## src/rtl/cordic_pkg.sv

```systemverilog
// cordic_pkg: shared types, mode constants and helpers for the CORDIC engine.
// Provides state encoding, angle table generator and saturation function.
package cordic_pkg;

  typedef enum logic [1:0] {
    IDLE = 2'd0,
    CALC = 2'd1,
    DONE = 2'd2
  } state_e;

  localparam logic MODE_ROT = 1'b0;
  localparam logic MODE_VEC = 1'b1;

  // atan(2^-i)/pi scaled by 2^30, then truncated to n_frac bits.
  function automatic int cordic_angle(input int i, input int n_frac);
    int t;
    case (i)
      0:       t = 268435456;
      1:       t = 158466703;
      2:       t = 83729453;
      3:       t = 42502377;
      4:       t = 21333746;
      5:       t = 10678952;
      6:       t = 5339924;
      7:       t = 2670138;
      default: t = 341782638 >>> i;
    endcase
    return t >>> (30 - n_frac);
  endfunction

  function automatic int sat(input int v, input int width);
    int hi;
    int lo;
    hi = (1 << (width - 1)) - 1;
    lo = -(1 << (width - 1));
    if (v > hi) return hi;
    if (v < lo) return lo;
    return v;
  endfunction

endpackage

```

## src/rtl/cordic_iterative_hs_microrot.sv

```systemverilog
// cordic_microrot: one combinational CORDIC micro-rotation.
// Ports: x/y/z_i in, shift_i, angle_i, mode_i; x/y/z_o out (WI bits).
module cordic_microrot #(
  parameter int WI = 10,
  parameter int SW = 3
) (
  input  logic signed [WI-1:0] x_i,
  input  logic signed [WI-1:0] y_i,
  input  logic signed [WI-1:0] z_i,
  input  logic        [SW-1:0] shift_i,
  input  logic signed [WI-1:0] angle_i,
  input  logic                 mode_i,
  output logic signed [WI-1:0] x_o,
  output logic signed [WI-1:0] y_o,
  output logic signed [WI-1:0] z_o
);
  import cordic_pkg::*;

  logic signed [WI-1:0] xs;
  logic signed [WI-1:0] ys;
  logic                 pos;

  always_comb begin
    xs  = x_i >>> shift_i;
    ys  = y_i >>> shift_i;
    pos = (mode_i == MODE_VEC) ? y_i[WI-1] : ~z_i[WI-1];
    if (pos) begin
      x_o = x_i - ys;
      y_o = y_i + xs;
      z_o = z_i - angle_i;
    end else begin
      x_o = x_i + ys;
      y_o = y_i - xs;
      z_o = z_i + angle_i;
    end
  end

endmodule

```

## src/rtl/cordic_iterative_hs.sv

```systemverilog
// cordic_iterative_hs: iterative rotation/vectoring CORDIC, valid/ready I/O.
// Ports: clk_i, rst_i, in_valid/ready, mode/x/y/z_i, out_valid/ready, x/y/z_o, busy_o.
module cordic_iterative_hs #(
  parameter int N_FRAC     = 7,
  parameter int ITERATIONS = 6
) (
  input  logic                clk_i,
  input  logic                rst_i,
  input  logic                in_valid_i,
  output logic                in_ready_o,
  input  logic                mode_i,
  input  logic signed [N_FRAC:0] x_i,
  input  logic signed [N_FRAC:0] y_i,
  input  logic signed [N_FRAC:0] z_i,
  output logic                out_valid_o,
  input  logic                out_ready_i,
  output logic signed [N_FRAC:0] x_o,
  output logic signed [N_FRAC:0] y_o,
  output logic signed [N_FRAC:0] z_o,
  output logic                busy_o
);
  import cordic_pkg::*;

  localparam int W  = N_FRAC + 1;
  localparam int WI = W + 2;
  localparam int CW = $clog2(ITERATIONS);
  localparam logic signed [WI-1:0] H = WI'(1 << (N_FRAC - 1));

  state_e               state_q, state_d;
  logic [CW-1:0]        cnt_q, cnt_d;
  logic signed [WI-1:0] x_q, x_d, y_q, y_d, z_q, z_d;
  logic                 mode_q, mode_d;
  logic signed [W-1:0]  xo_q, xo_d, yo_q, yo_d, zo_q, zo_d;

  logic signed [WI-1:0] xe, ye, ze;
  logic signed [WI-1:0] px, py, pz;
  logic signed [WI-1:0] xn, yn, zn;
  logic signed [WI-1:0] ang_tab [ITERATIONS];

  for (genvar g = 0; g < ITERATIONS; g++) begin : g_ang
    assign ang_tab[g] = WI'(cordic_angle(g, N_FRAC));
  end

  assign xe = {{(WI-W){x_i[W-1]}}, x_i};
  assign ye = {{(WI-W){y_i[W-1]}}, y_i};
  assign ze = {{(WI-W){z_i[W-1]}}, z_i};

  // Fold the operand into the right half-plane (+/- pi/2 swap).
  always_comb begin
    px = xe;
    py = ye;
    pz = ze;
    if (mode_i == MODE_ROT) begin
      if (ze > H) begin
        px = -ye;
        py = xe;
        pz = ze - H;
      end else if (ze < -H) begin
        px = ye;
        py = -xe;
        pz = ze + H;
      end
    end else if (xe[WI-1]) begin
      if (!ye[WI-1]) begin
        px = ye;
        py = -xe;
        pz = ze + H;
      end else begin
        px = -ye;
        py = xe;
        pz = ze - H;
      end
    end
  end

  cordic_microrot #(
    .WI(WI),
    .SW(CW)
  ) u_rot (
    .x_i    (x_q),
    .y_i    (y_q),
    .z_i    (z_q),
    .shift_i(cnt_q),
    .angle_i(ang_tab[cnt_q]),
    .mode_i (mode_q),
    .x_o    (xn),
    .y_o    (yn),
    .z_o    (zn)
  );

  always_comb begin
    state_d = state_q;
    cnt_d   = cnt_q;
    x_d     = x_q;
    y_d     = y_q;
    z_d     = z_q;
    mode_d  = mode_q;
    xo_d    = xo_q;
    yo_d    = yo_q;
    zo_d    = zo_q;
    unique case (state_q)
      IDLE: begin
        if (in_valid_i) begin
          x_d     = px;
          y_d     = py;
          z_d     = pz;
          mode_d  = mode_i;
          cnt_d   = '0;
          state_d = CALC;
        end
      end
      CALC: begin
        x_d = xn;
        y_d = yn;
        z_d = zn;
        if (cnt_q == CW'(ITERATIONS - 1)) begin
          xo_d    = W'(sat(int'(xn), W));
          yo_d    = W'(sat(int'(yn), W));
          zo_d    = W'(sat(int'(zn), W));
          state_d = DONE;
        end else begin
          cnt_d = cnt_q + 1'b1;
        end
      end
      DONE: begin
        if (out_ready_i) state_d = IDLE;
      end
      default: state_d = IDLE;
    endcase
  end

  always_ff @(posedge clk_i or posedge rst_i) begin
    if (rst_i) begin
      state_q <= IDLE;
      cnt_q   <= '0;
      x_q     <= '0;
      y_q     <= '0;
      z_q     <= '0;
      mode_q  <= MODE_ROT;
      xo_q    <= '0;
      yo_q    <= '0;
      zo_q    <= '0;
    end else begin
      state_q <= state_d;
      cnt_q   <= cnt_d;
      x_q     <= x_d;
      y_q     <= y_d;
      z_q     <= z_d;
      mode_q  <= mode_d;
      xo_q    <= xo_d;
      yo_q    <= yo_d;
      zo_q    <= zo_d;
    end
  end

  assign in_ready_o  = (state_q == IDLE);
  assign out_valid_o = (state_q == DONE);
  assign busy_o      = (state_q != IDLE);
  assign x_o         = xo_q;
  assign y_o         = yo_q;
  assign z_o         = zo_q;

endmodule

```

## config.mk

```make
export PLATFORM = sky130hd
export DESIGN_NAME = cordic_iterative_hs
export DESIGN_NICKNAME = d
export VERILOG_FILES = /design/src/rtl/cordic_pkg.sv /design/src/rtl/cordic_iterative_hs_microrot.sv /design/src/rtl/cordic_iterative_hs.sv
export SDC_FILE = /design/constraint.sdc
export NUM_CORES = 1
export LEC_CHECK = 0
export CAP_MARGIN = 20
export CORE_MARGIN = 2
export CORE_UTILIZATION = 56
export DETAILED_ROUTE_END_ITERATION = 10
export PLACE_DENSITY = 0.87
export SYNTH_ARGS = -nofsm -noshare
export SYNTH_HDL_FRONTEND = slang
export SYNTH_SLANG_ARGS = --single-unit
```

## constraint.sdc

```tcl
create_clock -name clk_i -period 4.6 [get_ports clk_i]
set_clock_uncertainty 0.15 [all_clocks]
set_input_delay 0.46 -clock clk_i [delete_from_list [all_inputs] [get_ports clk_i]]
set_output_delay 0.46 -clock clk_i [all_outputs]
set_load 0.02 [all_outputs]
```

# Yosys cells after proc, flatten, opt, wreduce, memory -nomap -nowiden
# Memories as Yosys holds them, arrays and structs flattened.
# Cells that the tools add are included.
totals:
  output_inout_bits: 27
  mem_bits_ro: 80
  memories: 1
  register_bits: 60
op_classes:
  add_sub_neg: 11
  bitwise_logic: 2
  shift: 2
  order_cmp: 9
  n_eq_ne: 7
  n_reduce_logical: 8
  muxes: 67
memory_table:
  columns: ["memory", "depth", "word_bits", "read_ports", "rd_ports_with_merged_regs", "write_ports", "line", "rtl"]
  rows:
  - ["(no name shown)", 8, 10, 1, 0, 0, "cordic_iterative_hs.sv:84", ".angle_i(ang_tab[cnt_q]),"]
ops:
  columns: ["operator", "n"]
  rows:
  - ["$mux 10", 23]
  - ["$mux 8", 9]
  - ["$pmux 10 s2", 3]
  - ["$add 10x10->10", 3]
  - ["$gt 10x8->1 const B", 3]
  - ["$lt 10x8->1 const B", 3]
  - ["$sub 10x10->10", 3]
  - ["$mux 1", 22]
  - ["$mux 7", 3]
  - ["$neg 8->10", 2]
  - ["$sshr 10x3->10", 2]
  - ["$add 8x8->9 const B", 1]
  - ["$sub 8x8->9 const B", 1]
  - ["$gt 8x8->1 const B", 1]
  - ["$lt 8x7->1 const B", 1]
  - ["$mux 2", 3]
  - ["$mux 3", 2]
  - ["$ne 2x2->1 const B", 3]
  - ["$pmux 2 s3", 1]
  - ["$pmux 3 s2", 1]
  - ["$reduce_and 2->1", 3]
  - ["$reduce_and 3->1", 2]
  - ["$ge 4x4->1 const B", 1]
  - ["$not 3->4", 1]
  - ["8 further kinds", 9]

# Depth between registers and ports, before layout
# Gate-level depths: netlist of run 1.
depth:
  word_depth: 15
  mapped_depth: 22
  depth_no_buf: 19

# Cells and area by module
# Synthesis of run 1 repeated with hierarchy kept, for this count alone.
hier_totals:
  hier_cells: 846
  area_unflattened_um2: 6567.5
modules_own_cells:
  columns: ["module", "area_each_um2", "n_inst", "seq_area_each_um2", "cells_per_inst"]
  rows:
  - ["cordic_iterative_hs", 4055.1, 1, 1501.4, 513]
  - ["cordic_microrot", 2512.4, 1, 0.0, 333]

# Worst setup path before layout of run 1
# No wires, ideal clock.
synth_path:
  kind: "register -> register"
  from: "register cnt_q[1]"
  to: "register xo_q[3], in the netlist x_o[3]"
  slack_ns: 0.365
  arrival_time_ns: 3.958
  n_path_buf: 2
  stages_incl_launch_ff: 18
  required_ns: 4.324
  path_cell_list: "dfrtp_1 buf_2 mux2_1 mux2i_1 nor2_1 a21oi_1 ha_1 a21oi_1 ha_1 nor2b_1 o21ai_1 a21oi_1 o41ai_1 o21ai_0 xnor3_1 buf_4 o21ai_1 o21ai_1"
synth_between:
  elab_chain_len: 10
synth_rtl:
  columns: ["element", "line", "rtl"]
  rows:
  - ["start, declared", "cordic_iterative_hs.sv:30", "logic [CW-1:0] cnt_q, cnt_d;"]
  - ["start signal, assigned", "cordic_iterative_hs.sv:145", "cnt_q <= cnt_d;"]
  - ["$sshr 10x3->10", "cordic_iterative_hs_microrot.sv:25", "ys = y_i >>> shift_i;"]
  - ["$add 10x10->10 / $sub 10x10->10 (equally long branches)", "cordic_iterative_hs_microrot.sv:32, cordic_iterative_hs_microrot.sv:28", null]
  - ["$mux 10", "cordic_iterative_hs_microrot.sv:27", "if (pos) begin"]
  - ["$lt 10x8->1", "cordic_pkg.sv:37", "if (v < lo) return lo;"]
  - ["$mux 1 (2 in series)", "cordic_pkg.sv:37", null]
  - ["$mux 1", "cordic_iterative_hs.sv:116", "if (cnt_q == CW'(ITERATIONS - 1)) begin"]
  - ["$mux 1", "cordic_iterative_hs.sv:101", "unique case (state_q)"]
  - ["$mux 8", "cordic_pkg.sv:38", "return v;"]
  - ["$mux 8", "cordic_pkg.sv:37", null]
  - ["end signal, assigned", "cordic_iterative_hs.sv:150", "xo_q <= xo_d;"]
  - ["end, declared", "cordic_iterative_hs.sv:33", "logic signed [W-1:0] xo_q, xo_d, yo_q, yo_d, zo_q, zo_d;"]
# Parallel ways exist; a longest one is shown, timed or not. The select of a mux whose other input is x is not followed.
# A chain may end at the register's enable or synchronous reset.

# Final worst setup path of run 1
# Ends and elaborated chain as after synthesis.

==> impl_metrics.csv, run 1 <==
group,metric,value,unit
status,outcome,"complete, no violations",
cts,hold_buffers,0,
critical_path,crit_path_end,"x_o[3]",
critical_path,reg2reg_slack,210,ps
global_route,grt-ovfl-total,0,
finish,syn2layout_area_growth,17.2,%
placement,io_buffer_count,55,
placement,gp_congestion,1.01,
sta,timing.final.ws_setup,209,ps
sta,setup_viol,0,
global_route,grt_max_degree,36,
synth,ys.warnings.count,0,
global_route,track_usage,31.9,%
detailed_routing,totalWireLength,18000,um
cts,cts_tree,"built",
cts,clock-sinks,60,
critical_path,r2r_cells,17,
floorplan,die-area,0.0116,mm2
critical_path,start_kind,"flip-flop",
floorplan,std_cell_rows,37,
sta,fmax,0.228,GHz
cts,htreeDepth,3,
critical_path,critPathKind,"reg2reg",
finish,nets,888,
critical_path,cp.required,4690,ps
sta,relSlewSlack,46.5,%
finish,drive_gt1_share,11.7,%
critical_path,end_kind,"flip-flop",
sta,slew_viol_final,0,
sta,period_needed,4390,ps
synth,post_synth.cell_area_avg,7.95,um2
detailed_routing,postRouteAntennaNets,0,
placement,dp_cells,932,
critical_path,setup.worst_path.start,"cnt_q[1]",
critical_path,crit_fanout,8,
flow_run,max_cap_violations,0,
placement,pre_cts_slack,55.5,ps
detailed_routing,viasPerCell,6.34,
finish,final_area,0.00708,mm2
cts,clkSlewWorstSetupHoldPaths,80,ps
detailed_routing,initialDrtViolationCount,597,
synth,synth-main-ff-cell,"dfrtp_1",
synth,syn_area,0.00604,mm2
floorplan,die_x,108,um
worst_hold_path,min_path_type,"in2async",
sta,fin_crit_sh,95.5,%
synth,synth-seq-cells,60,
detailed_routing,vias,6031,
finish,fin_cells,951,
critical_path,crit_arrival,4480,ps
floorplan,core-area,0.0104,mm2
synth,synth_edf_count,0,
synth,netlist_instances,759,
floorplan,die_h,108,um
sta,tightestPinTransition,800,ps
synth,syn-num-nets,837,
global_route,grt_first_pass_wirelength,28600,um
global_route,grt_pass1_vias,5543,
detailed_routing,drt_first_pass_iters,5,
global_route,antenna_found_initial,0,
cts,cts_made_buffers,9,
finish,diodes,0,
placement,place_hpwl,13700,um
cts,insertion_delay,360,ps
synth,synthArstFlopShare,100,%
cts,cts_buffer_depth,2,
synth,ys_seq_area_share,24.9,%
placement,post_dp_cell_area,0.00677,mm2
floorplan,start_util,57.9,%
critical_path,r2r_end,"x_o[3]",
cts,cts_root_buffer,"clkbuf_8",
detailed_routing,routedWlPerCell,18.9,um
critical_path,r2r-start,"cnt_q[1]",
finish,fillers,853,
detailed_routing,drc,0,
sta,hold_violations,0,
floorplan,io_pins,56,
synth,ys_types,68,
==> Yosys cell counts (10+ instances only) <==
master    instances  area [um2]
nand2_1          81         304
nor2_1           74         278
a21oi_1          65         325
dfrtp_1          60        1500
o21ai_0          47         235
ha_1             46         576
clkbuf_1         38         143
o21ai_1          35         175
xnor2_1          32         280
inv_1            31         116
nor3_1           20         100
mux2i_1          16         160
xor2_1           16         140
a31oi_1          15        93.8
nand3_1          14        70.1
a22oi_1          12        90.1
nor2b_1          10        62.6
o211ai_1         10        75.1
==> layout make-up <==
cell class	count	area (um2)	share of cell area [%]
multi-input combinational	615	4230	59.7
tap	136	170	2.40
inverter	35	131	1.86
clock buffer	9	124	1.75
clock inverter	7	101	1.43
timing repair buffer	89	818	11.6
sequential	60	1500	21.3
==> repair_timing <==
action	4_1_cts	5_1_grt
hold endpoints to repair	0	0
endpoints found under the setup margin	0	25
setup buffers	0	3
resized for setup	0	13
==> routing by layer <==
layer	global-route usage [%]	wire length (um)
met5	0	0
met4	11.7	578
met3	5.51	1460
met2	50.1	8310
met1	44.0	7640
==> stage by stage <==
step	setup TNS, ps	util, %	hold WS [ps]
final	0	67.9	310
after global routing	-4.01	67.9	355
after CTS	0	67.2	320
after detailed placement	0	65.0	322
after global placement	0	65.0	319
after floorplan	0	-	295
==> flip-flops by register name, indices dropped and copies added, names as in the netlist <==
register,cells
state_q,2
y_o,8
z_o,8
z_q,10
cnt_q,3
mode_q,1
y_q,10
x_o,8
x_q,10
==> worst max-delay path, cell delays in order (launching register included) <==
cell     delay [ps]
dfrtp_2         470
buf_12          150
mux2_1          340
nor2_1          130
a21oi_2          70
mux2i_2         300
ha_1            290
a21oi_1         260
ha_1            280
nor2b_1         130
o21ai_1         160
a21oi_1         130
o41ai_2         280
o21ai_0         180
xnor3_2         440
buf_4           190
o21ai_1         200
o21ai_1         110
==> cells in the final DEF, fill, tap and decap left out, drive strengths merged, types with 8 or more instances in the layout <==
| master | Yosys | layout |
|---|---|---|
| mux2 | 8 | 8 |
| clkbuf | 38 | 9 |
| buf | 11 | 34 |
| ha | 46 | 46 |
| a21oi | 65 | 65 |
| inv | 35 | 35 |
| dfrtp | 60 | 60 |
| a31oi | 16 | 16 |
| nor2 | 75 | 75 |
| a22oi | 12 | 12 |
| nand2 | 81 | 81 |
| nor2b | 10 | 10 |
| o21ai | 85 | 85 |
| o211ai | 10 | 10 |
| nand3 | 14 | 14 |
| xor2 | 16 | 16 |
| clkdlybuf4s50 | 0 | 55 |
| nor3 | 23 | 23 |
| mux4 | 9 | 9 |
| xnor2 | 32 | 32 |
| mux2i | 19 | 19 |
| o22ai | 9 | 9 |
==> cell families (layout without fill, tap and decap cells) <==
logic type | Yosys count | count (layout) | synth area share [%]
buf+inv | 84 | 140 | 5.74
flops | 60 | 60 | 24.9
compound gates | 248 | 248 | 25.3
simple gates | 232 | 232 | 17.3
mux | 36 | 36 | 8.48
xor+xnor | 50 | 50 | 7.75
fa+ha+maj | 49 | 49 | 10.5
==> worst min path at each step <==
| stage | from | end | slack, ps | cells past startpoint |
|---|---|---|---|---|
| after global routing | rst_i | x_o[4] | 360 | 2 |
| after detailed placement | x_o[5] | x_o[5] | 320 | 2 |
| after global placement | x_o[2] | x_o[2] | 320 | 2 |
| after floorplan | z_q[6] | z_q[6] | 300 | 2 |
| final | rst_i | x_o[4] | 310 | 2 |
| after CTS | rst_i | x_o[4] | 320 | 2 |
Power of run 1 is left out: the tool's default activity adds up to more than one toggle a clock period on the data nets, which glitch-free logic cannot reach.
==> run 2, diff against run 1 <==
--- a/config.mk
+++ b/config.mk
@@ -10,6 +10,7 @@
 export CORE_UTILIZATION = 56
 export DETAILED_ROUTE_END_ITERATION = 10
 export PLACE_DENSITY = 0.87
+export SKIP_LAST_GASP = 1
 export SYNTH_ARGS = -nofsm -noshare
 export SYNTH_HDL_FRONTEND = slang
 export SYNTH_SLANG_ARGS = --single-unit
==> run 2 against run 1 <==
- design area fell by 0.18%
- critical path type unchanged
- via count increased by 0.36%
- utilization down 0.12 points
- highest routed layer unchanged
==> impl_metrics.csv, run 2 (synthesis results as in run 1) <==
group,metric,value,unit
status,outcome,"complete, no violations",
placement,place_hpwl,13700,um
sta,fin_tns_setup,0,ps
finish,layout_common_cells,"nand2_1 (81), nor2_1 (74), a21oi_1 (64)",
detailed_routing,routedWlPerCell,18.9,um
finish,drive_gt1_share,11.2,%
global_route,grt_pass1_vias,5543,
cts,cts_made_buffers,9,
global_route,grt_first_pass_wirelength,28600,um
critical_path,cpLargestDelayFamily,"compound AO/OA/AOI/OAI gates",
critical_path,cp.required,4690,ps
placement,gp_congestion,1.01,
finish,nets,888,
sta,tightestPinTransition,816,ps
global_route,grt-ovfl-total,0,
sta,holdWs,308,ps
floorplan,start_util,57.9,%
detailed_routing,drt_first_pass_iters,5,
floorplan,die_h,108,um
global_route,track_usage,31.9,%
global_route,grt_max_degree,36,
cts,cts_root_buffer,"clkbuf_8",
cts,cts_tree,"built",
sta,slew_viol_final,0,
sta,rsz0062_at_grt,"true",
finish,diodes,0,
critical_path,end_kind,"flip-flop",
sta,fmax,0.224,GHz
sta,hold_violations,0,
critical_path,crit_arrival,4540,ps
floorplan,std_cell_rows,37,
finish,syn2layout_area_growth,17.0,%
cts,clock-sinks,60,
detailed_routing,drc,0,
worst_hold_path,min_path_type,"in2async",
global_route,antenna_found_initial,0,
critical_path,path_cells,"buf_12 -> mux2_1 -> nor2_1 -> a21oi_1 -> mux2i_1 -> ha_1 -> a21oi_1 -> ha_1 -> nor2b_1 -> o21ai_1 -> a21oi_1 -> o41ai_2 -> o21ai_0 -> xnor3_1 -> buf_4 -> o21ai_1 -> o21ai_1",
detailed_routing,postRouteAntennaNets,0,
detailed_routing,vias,6053,
critical_path,start_kind,"flip-flop",
finish,largest_registers,"x_q: 10 flops, y_q: 10 flops, z_q: 10 flops",
sta,period_needed,4460,ps
cts,insertion_delay,360,ps
critical_path,crit_path_max_incr_delay,470,ps
floorplan,die-area,0.0116,mm2
cts,cts_buffer_depth,2,
critical_path,cp_num_buf_inv,2,
flow_run,max_cap_violations,0,
cts,htreeDepth,3,
sta,setup_viol,0,
finish,mostFrequentLayoutCell,"nand2_1",
detailed_routing,viasPerCell,6.36,
cts,clkSlewWorstSetupHoldPaths,80,ps
finish,fillers,857,
sta,relSlewSlack,45.5,%
floorplan,die_x,108,um
critical_path,critPathKind,"reg2reg",
finish,final_area,0.00706,mm2
critical_path,crit_slowest_cell,"dfrtp_2",
detailed_routing,initialDrtViolationCount,608,
detailed_routing,totalWireLength,18000,um
placement,post_dp_cell_area,0.00677,mm2
critical_path,crit_fanout,8,
sta,fin_crit_sh,96.8,%
floorplan,core-area,0.0104,mm2
floorplan,io_pins,56,
placement,io_buffer_count,55,
-- run 2: cell counts in the layout (fill, tap and decap cells not counted) --
Identical to the previous run, type by type.
-- run 2: area by class of cell --
class	count	area (um2)	area share (%)
Multi-Input combinational cell	615	4220	59.7
Timing Repair Buffer	89	818	11.6
Clock inverter	7	101	1.43
Sequential cell	60	1500	21.3
Clock buffer	9	124	1.75
Tap cell	136	170	2.41
Inverter	35	131	1.86
-- run 2: path summary, 6_finish.rpt --
path	slack, ps	cells past startpoint	startpoint	to
max	140	17	cnt_q[1]	x_o[3]
min	310	2	rst_i	x_o[4]
max reg2reg	140	17	cnt_q[1]	x_o[3]
min reg2reg	340	2	x_o[5]	x_o[5]
max in group asynchronous	3090	3	rst_i	cnt_q[0]
min in group clk_i	340	2	x_o[5]	x_o[5]
-- run 2: metal layers --
metal	routed length [um]	vias to the layer above	global-route usage [%]
met2	8260	301	50.1
met3	1490	44	5.51
met4	554	0	11.7
met5	0	-	0
li1	-	2846	-
met1	7670	2862	44.0
-- run 2: metrics by stage --
stage | setup slack, ps | util, % | std cells
floorplan | 365 | - | 759
global placement | 209 | 65.0 | 932
detailed placement | 55.5 | 65.0 | 932
CTS | 16.3 | 67.2 | 948
global route | -70.3 | 67.8 | 951
finish | 145 | 67.8 | 951
-- run 2: timing repair --
item | CTS | global route
setup endpoints to repair | 0 | 25
hold buffers | 0 | 0
setup buffers | 0 | 3
resized for setup | 0 | 9
Power of run 2 is left out for the same reason.
==> run 3, diff against run 2 <==
--- a/config.mk
+++ b/config.mk
@@ -5,6 +5,7 @@
 export SDC_FILE = /design/constraint.sdc
 export NUM_CORES = 1
 export LEC_CHECK = 0
+export ABC_CLOCK_PERIOD_IN_PS = 4600
 export CAP_MARGIN = 20
 export CORE_MARGIN = 2
 export CORE_UTILIZATION = 56
==> results of run 3 <==
No change in the layout: final DEF, timing and power equal those of run 2.
Power of run 3 is left out for the same reason.
